--- src/rtl/mem_stage_sram_if.sv ---
// Pipeline and SRAM signals of the memory stage, grouped for the stage boundary.
interface mem_stage_sram_if #(
   parameter int unsigned ADDR_W = 16
);
   // From EXE2MEM
   logic              wb_en_in;
   logic              mem_read_in;
   logic              mem_write_in;
   logic [3:0]        dest_in;
   logic [31:0]       alu_result_in;
   logic [31:0]       st_val_in;
   // Pipeline freeze
   logic              ready;
   // SRAM
   logic [ADDR_W-1:0] sram_addr;
   logic [31:0]       sram_dq_out;
   logic [31:0]       sram_dq_in;
   logic              sram_we_n;
   logic              sram_oe_n;
   // To WB
   logic              wb_en_out;
   logic              mem_read_out;
   logic [3:0]        dest_out;
   logic [31:0]       alu_result_out;
   logic [31:0]       mem_data_out;

   // Memory stage view
   modport slave (
      input  wb_en_in, mem_read_in, mem_write_in, dest_in, alu_result_in, st_val_in,
      input  sram_dq_in,
      output ready,
      output sram_addr, sram_dq_out, sram_we_n, sram_oe_n,
      output wb_en_out, mem_read_out, dest_out, alu_result_out, mem_data_out
   );

   // Pipeline / SRAM environment view
   modport master (
      output wb_en_in, mem_read_in, mem_write_in, dest_in, alu_result_in, st_val_in,
      output sram_dq_in,
      input  ready,
      input  sram_addr, sram_dq_out, sram_we_n, sram_oe_n,
      input  wb_en_out, mem_read_out, dest_out, alu_result_out, mem_data_out
   );
endinterface

--- src/rtl/mem_stage_sram.sv ---
// Memory stage with wait-stated SRAM access and the MEM/WB pipeline register.
module mem_stage_sram #(
   parameter int unsigned WAIT_STATES = 3,
   parameter int unsigned ADDR_W      = 16,
   parameter int unsigned BASE_ADDR   = 1024
) (
   input  logic            clk,
   input  logic            rst,
   mem_stage_sram_if.slave bus
);
   localparam int unsigned CNT_W  = 4;
   localparam int unsigned DATA_W = 32;
   localparam int unsigned DEST_W = 4;

   typedef enum logic [1:0] {
      IDLE   = 2'd0,
      ACCESS = 2'd1,
      DONE   = 2'd2
   } state_e;

   state_e              state_q, state_d;
   logic [CNT_W-1:0]    cnt_q, cnt_d;
   logic [DATA_W-1:0]   rbuf_q, rbuf_d;

   logic                wb_en_q;
   logic                mem_read_q;
   logic [DEST_W-1:0]   dest_q;
   logic [DATA_W-1:0]   alu_result_q;
   logic [DATA_W-1:0]   mem_data_q;

   logic                is_store;
   logic                is_load;
   logic                req;
   logic                last_beat;
   logic                ready_c;
   logic                we_n_c;
   logic                oe_n_c;

   // Request decode; a store wins over a simultaneous load
   assign is_store  = bus.mem_write_in;
   assign is_load   = bus.mem_read_in & ~bus.mem_write_in;
   assign req       = bus.mem_read_in | bus.mem_write_in;
   assign last_beat = (cnt_q == CNT_W'(WAIT_STATES));

   // State register
   always_ff @(posedge clk or negedge rst) begin
      if (!rst) state_q <= IDLE;
      else      state_q <= state_d;
   end

   // Next-state logic
   always_comb begin
      state_d = state_q;
      case (state_q)
         IDLE:    if (req) state_d = ACCESS;
         ACCESS:  if (last_beat) state_d = DONE;
         DONE:    state_d = IDLE;
         default: state_d = IDLE;
      endcase
   end

   // Per-state outputs: freeze, SRAM strobes, wait counter and read capture
   always_comb begin
      ready_c = 1'b1;
      we_n_c  = 1'b1;
      oe_n_c  = 1'b1;
      cnt_d   = '0;
      rbuf_d  = rbuf_q;
      case (state_q)
         IDLE: ready_c = ~req;
         ACCESS: begin
            ready_c = 1'b0;
            we_n_c  = ~is_store;
            oe_n_c  = ~is_load;
            cnt_d   = cnt_q + CNT_W'(1);
            if (last_beat && is_load) rbuf_d = bus.sram_dq_in;
         end
         DONE: ready_c = 1'b1;
         default: ready_c = 1'b1;
      endcase
      // While reset is held the pipeline is released and no strobe may fire
      if (!rst) begin
         ready_c = 1'b1;
         we_n_c  = 1'b1;
         oe_n_c  = 1'b1;
      end
   end

   // Wait counter and read buffer
   always_ff @(posedge clk or negedge rst) begin
      if (!rst) begin
         cnt_q  <= '0;
         rbuf_q <= '0;
      end else begin
         cnt_q  <= cnt_d;
         rbuf_q <= rbuf_d;
      end
   end

   // MEM/WB register: advance when ready, otherwise insert a bubble
   always_ff @(posedge clk or negedge rst) begin
      if (!rst) begin
         wb_en_q      <= 1'b0;
         mem_read_q   <= 1'b0;
         dest_q       <= '0;
         alu_result_q <= '0;
         mem_data_q   <= '0;
      end else if (ready_c) begin
         wb_en_q      <= bus.wb_en_in;
         mem_read_q   <= is_load;
         dest_q       <= bus.dest_in;
         alu_result_q <= bus.alu_result_in;
         if ((state_q == DONE) && is_load) mem_data_q <= rbuf_q;
      end else begin
         wb_en_q    <= 1'b0;
         mem_read_q <= 1'b0;
      end
   end

   assign bus.ready          = ready_c;
   assign bus.sram_addr      = ADDR_W'((bus.alu_result_in - DATA_W'(BASE_ADDR)) >> 2);
   assign bus.sram_dq_out    = bus.st_val_in;
   assign bus.sram_we_n      = we_n_c;
   assign bus.sram_oe_n      = oe_n_c;
   assign bus.wb_en_out      = wb_en_q;
   assign bus.mem_read_out   = mem_read_q;
   assign bus.dest_out       = dest_q;
   assign bus.alu_result_out = alu_result_q;
   assign bus.mem_data_out   = mem_data_q;

endmodule

--- src/flat_wrapper.sv ---
// flat-port wrapper written by rule: the top's interface ports become plain ports
module mem_stage_sram_flat 
#(
   parameter int unsigned WAIT_STATES = 3,
   parameter int unsigned ADDR_W      = 16,
   parameter int unsigned BASE_ADDR   = 1024
)
  (clk, rst, bus_wb_en_in, bus_mem_read_in, bus_mem_write_in, bus_dest_in, bus_alu_result_in, bus_st_val_in, bus_sram_dq_in, bus_ready, bus_sram_addr, bus_sram_dq_out, bus_sram_we_n, bus_sram_oe_n, bus_wb_en_out, bus_mem_read_out, bus_dest_out, bus_alu_result_out, bus_mem_data_out);
  mem_stage_sram_if #(.ADDR_W(ADDR_W)) bus_i ();
  input  logic clk;
  input  logic rst;
  input wire logic [$bits(bus_i.wb_en_in)-1:0] bus_wb_en_in;
  input wire logic [$bits(bus_i.mem_read_in)-1:0] bus_mem_read_in;
  input wire logic [$bits(bus_i.mem_write_in)-1:0] bus_mem_write_in;
  input wire logic [$bits(bus_i.dest_in)-1:0] bus_dest_in;
  input wire logic [$bits(bus_i.alu_result_in)-1:0] bus_alu_result_in;
  input wire logic [$bits(bus_i.st_val_in)-1:0] bus_st_val_in;
  input wire logic [$bits(bus_i.sram_dq_in)-1:0] bus_sram_dq_in;
  output wire logic [$bits(bus_i.ready)-1:0] bus_ready;
  output wire logic [$bits(bus_i.sram_addr)-1:0] bus_sram_addr;
  output wire logic [$bits(bus_i.sram_dq_out)-1:0] bus_sram_dq_out;
  output wire logic [$bits(bus_i.sram_we_n)-1:0] bus_sram_we_n;
  output wire logic [$bits(bus_i.sram_oe_n)-1:0] bus_sram_oe_n;
  output wire logic [$bits(bus_i.wb_en_out)-1:0] bus_wb_en_out;
  output wire logic [$bits(bus_i.mem_read_out)-1:0] bus_mem_read_out;
  output wire logic [$bits(bus_i.dest_out)-1:0] bus_dest_out;
  output wire logic [$bits(bus_i.alu_result_out)-1:0] bus_alu_result_out;
  output wire logic [$bits(bus_i.mem_data_out)-1:0] bus_mem_data_out;
  assign bus_i.wb_en_in = bus_wb_en_in;
  assign bus_i.mem_read_in = bus_mem_read_in;
  assign bus_i.mem_write_in = bus_mem_write_in;
  assign bus_i.dest_in = bus_dest_in;
  assign bus_i.alu_result_in = bus_alu_result_in;
  assign bus_i.st_val_in = bus_st_val_in;
  assign bus_i.sram_dq_in = bus_sram_dq_in;
  assign bus_ready = bus_i.ready;
  assign bus_sram_addr = bus_i.sram_addr;
  assign bus_sram_dq_out = bus_i.sram_dq_out;
  assign bus_sram_we_n = bus_i.sram_we_n;
  assign bus_sram_oe_n = bus_i.sram_oe_n;
  assign bus_wb_en_out = bus_i.wb_en_out;
  assign bus_mem_read_out = bus_i.mem_read_out;
  assign bus_dest_out = bus_i.dest_out;
  assign bus_alu_result_out = bus_i.alu_result_out;
  assign bus_mem_data_out = bus_i.mem_data_out;
  mem_stage_sram #(.WAIT_STATES(WAIT_STATES), .ADDR_W(ADDR_W), .BASE_ADDR(BASE_ADDR)) u_core (.clk(clk), .rst(rst), .bus(bus_i));
endmodule
--- config.mk ---
export PLATFORM = sky130hd
export DESIGN_NAME = mem_stage_sram_flat
export DESIGN_NICKNAME = d
export VERILOG_FILES = /design/src/rtl/mem_stage_sram_if.sv /design/src/rtl/mem_stage_sram.sv /design/src/flat_wrapper.sv
export SDC_FILE = /design/constraint.sdc
export NUM_CORES = 1
export LEC_CHECK = 0
export CAP_MARGIN = 20
export CORE_UTILIZATION = 41
export DETAILED_ROUTE_END_ITERATION = 8
export PLACE_DENSITY = 0.92
export SLEW_MARGIN = 25
export SYNTH_ARGS = -nofsm -noshare
export SYNTH_HDL_FRONTEND = slang
export SYNTH_SLANG_ARGS = --single-unit
--- constraint.sdc ---
create_clock -name clk -period 1.9 [get_ports clk]
set_input_delay 0.285 -clock clk [delete_from_list [all_inputs] [get_ports clk]]
set_output_delay 0.285 -clock clk [all_outputs]
set_load 0.05 [all_outputs]
==> flow_summary_export.csv <==
group,metric,value,unit
outcome,status,"complete, no violations",
logic_synthesis,synth_top_area_share,0.5843,
critical_path,crit_fanout,4,
placement,placed_cells,574,
critical_path,critPathRequiredTime,1620,ps
global_route,grt-ovfl-total,0,
critical_path,worstSetupPathType,"in2out",
drt,routed_wirelength,10.03,mm
critical_path,endpoint_kind,"output pin",
pwr,internal_power,0.005996,W
drt,topRoutingLayerUsed,"met4",
job,maxCapViolCount,0,
logic_synthesis,synth_fp_nets,406,
logic_synthesis,yosysWarningCount,0,
pwr,finalPower,0.009437,W
final_layout,layout.nets,556,
sta,slew_viol_final,0,
global_route,grt.total_usage,0.1741,
global_route,grt_pass1_vias,3106,
final_layout,final_cells,594,
floorplanning,std_cell_rows,38,
clock_network,insertion_delay,330,ps
drt,drt-initial-drc-count,38,
placement,gp_congestion,0.7158,
drt,routedWlPerCell,16.88,um
logic_synthesis,synthTopCellsByArea,"dfrtp_1 58%, mux2_2 19%, buf_4 6.7%",
sta,post-route-period-util,0.9733,
drt,vias_per_cell,4.788,
global_route,grt_max_degree,45,
floorplanning,start_util,0.4230,
clock_network,cts_buffer_depth,2,
sta,finClkSkew,7.418,ps
clock_network,cts_tree,"built",
clock_network,cts_root_buf,"clkbuf_16",
floorplanning,dieWidth,108.2,um
floorplanning,core_area,10940,um2
clock_network,numCtsBuffers,9,
sta,setup_viol,0,
pwr,p_comb_frac,0.419,
final_layout,antenna_cells,0,
pwr,p_leak,3.120,nW
drt,dr_wl_met2,5.481,mm
placement,portBuffers,161,
pwr,p_seq_frac,0.370,
placement,hpwl,7.357,mm
pwr,p_sw_frac,0.3646,
pwr,p_clk_frac,0.211,
clock_network,clk_pin_slew_worst_paths,70,ps
drt,wl_met3,655,um
global_route,grt_pass1_wl,15.30,mm
logic_synthesis,seq_area_frac_synth,0.5843,
sta,relSlewSlack,0.6478,
floorplanning,dieArea,11710,um2
final_layout,drive_gt1_frac,0.3987,
logic_synthesis,syn_inst,299,
worst_hold_path,hold_class,"in2async",
sta,worstMarginPinSlew,526.6,ps
critical_path,startpoint_type,"input port",
critical_path,crit_arrival,1560,ps
final_layout,final_common_cell,"clkdlybuf4s50_1",
logic_synthesis,ys_ff_latch,108,
sta,hold_violations,0,
logic_synthesis,syn_area_per_cell,15.47,um2
logic_synthesis,syn_area,4626,um2
pwr,switchingPower,0.003441,W
drt,first_pass_iters,4,
floorplanning,die_y,108.2,um
drt,vias,2844,
logic_synthesis,synth_cell_types,27,
global_route,antenna_found_initial,0,
clock_network,htree_levels,3,
logic_synthesis,synth_top_area_cell,"dfrtp_1",
floorplanning,io_pins,226,
sta,clock.fmax,0.5408,GHz
drt,wirelength_met1,3.640,mm
sta,rsz0062_at_grt,"no",
final_layout,final_cell_mix,"135 x clkdlybuf4s50_1, 108 x dfrtp_1, 80 x mux2_2",
pwr,p_per_area,1378,nW/um2
sta,post-route-min-period,1849,ps
final_layout,syn_to_final_growth,48.01,%
drt,ant_nets,0,
drt,drc_errors,0,
pwr,max-vdd-ir-drop,0.8564,mV
clock_network,clock_sink_count,108,
## cells in the mapped netlist (all sizes together)
| cell | n |
|---|---|
| a211oi | 1 |
| a21boi | 1 |
| and2 | 2 |
| and2b | 1 |
| buf | 50 |
| dfrtp | 108 |
| ha | 2 |
| inv | 5 |
| mux2 | 100 |
| nand2 | 2 |
| nand3 | 5 |
| nor2 | 5 |
| nor2b | 2 |
| nor3 | 2 |
| nor3b | 5 |
| xnor2 | 3 |
| xor2 | 5 |
## registers in the layout, indices dropped and copies added (netlist names)
| name | flops |
|---|---|
| u_core.bus.alu_result_out | 32 |
| u_core.cnt_q | 4 |
| u_core.rbuf_q | 32 |
| u_core.bus.mem_read_out | 1 |
| u_core.bus.mem_data_out | 32 |
| u_core.bus.wb_en_out | 1 |
| u_core.bus.dest_out | 4 |
| u_core.state_q | 2 |
## logic make-up after synthesis
logic type      share of synthesized area
xor+xnor                          0.01515
compound gates                   0.003247
flops                              0.5843
buf+inv                           0.09521
fa+ha+maj                        0.005409
simple gates                      0.03868
mux                                0.2580
## layer usage
metal  track usage  vias to the layer above
li1              -                     1277
met1        0.1866                     1442
met2        0.3253                      100
met3       0.04581                       25
met4       0.06458                        0
met5             0                        -
## final timing paths
check                                           endpoint  slack, ps             startpoint  depth (start not counted)
max in group asynchronous    u_core.bus.mem_data_out[28]        970                    rst                          3
min                                    u_core.state_q[1]          7                    rst                          3
max reg2reg                             u_core.rbuf_q[5]        220        u_core.cnt_q[0]                          5
max                                    bus_sram_addr[14]         50  bus_alu_result_in[14]                          4
min reg2reg                              u_core.cnt_q[0]        480        u_core.cnt_q[0]                          1
min in group clk           u_core.bus.alu_result_out[11]        290  bus_alu_result_in[11]                          3
## layout make-up
| cell class | count | area, um2 |
|---|---|---|
| repair buffers | 189 | 2051 |
| fillers | 799 | 4089 |
| flip-flops and latches | 108 | 2703 |
| clock buffers | 11 | 242.7 |
| well taps | 140 | 175.2 |
| inverters | 5 | 22.52 |
| clock inverters | 5 | 85.08 |
| multi-input cells | 136 | 1568 |
## power groups by stage
stage          Combinational [W]  Sequential (W)  Clock, W
2_1_floorplan            0.00141         0.00480         0
3_3_place_gp             0.00386         0.00346         0
3_5_place_dp             0.00396         0.00353         0
4_1_cts                  0.00399         0.00349   0.00205
5_1_grt                  0.00414         0.00359   0.00213
6_report                 0.00395         0.00349   0.00199
## worst max-delay path, stage by stage
cell and delay, ps:
clkdlybuf4s50_1 550, nor3b_4 310, xor2_2 250, buf_12 170
## through the flow
step	util	TNS (ps)	worst slack (ps)	hold slack, ps	area (um2)
after floorplan	-	-181.6	-99.52	-10.59	4642
after global placement	0.5867	-3136	-243.1	344.4	6416
after detailed placement	0.5867	-5872	-309.7	353.7	6416
after global routing	0.6261	0	2.723	18.27	6847
final	0.6261	0	50.78	6.558	6847
after CTS	0.6236	0	4.233	13.84	6819
## timing repair
item,CTS,global route
pin swaps,3,2
resized for setup,12,8
hold buffers,1,0
setup endpoints to repair,6,4
buffers inserted,2,1
endpoints found under the hold margin,27,0
(Power assumes the default switching activity.)
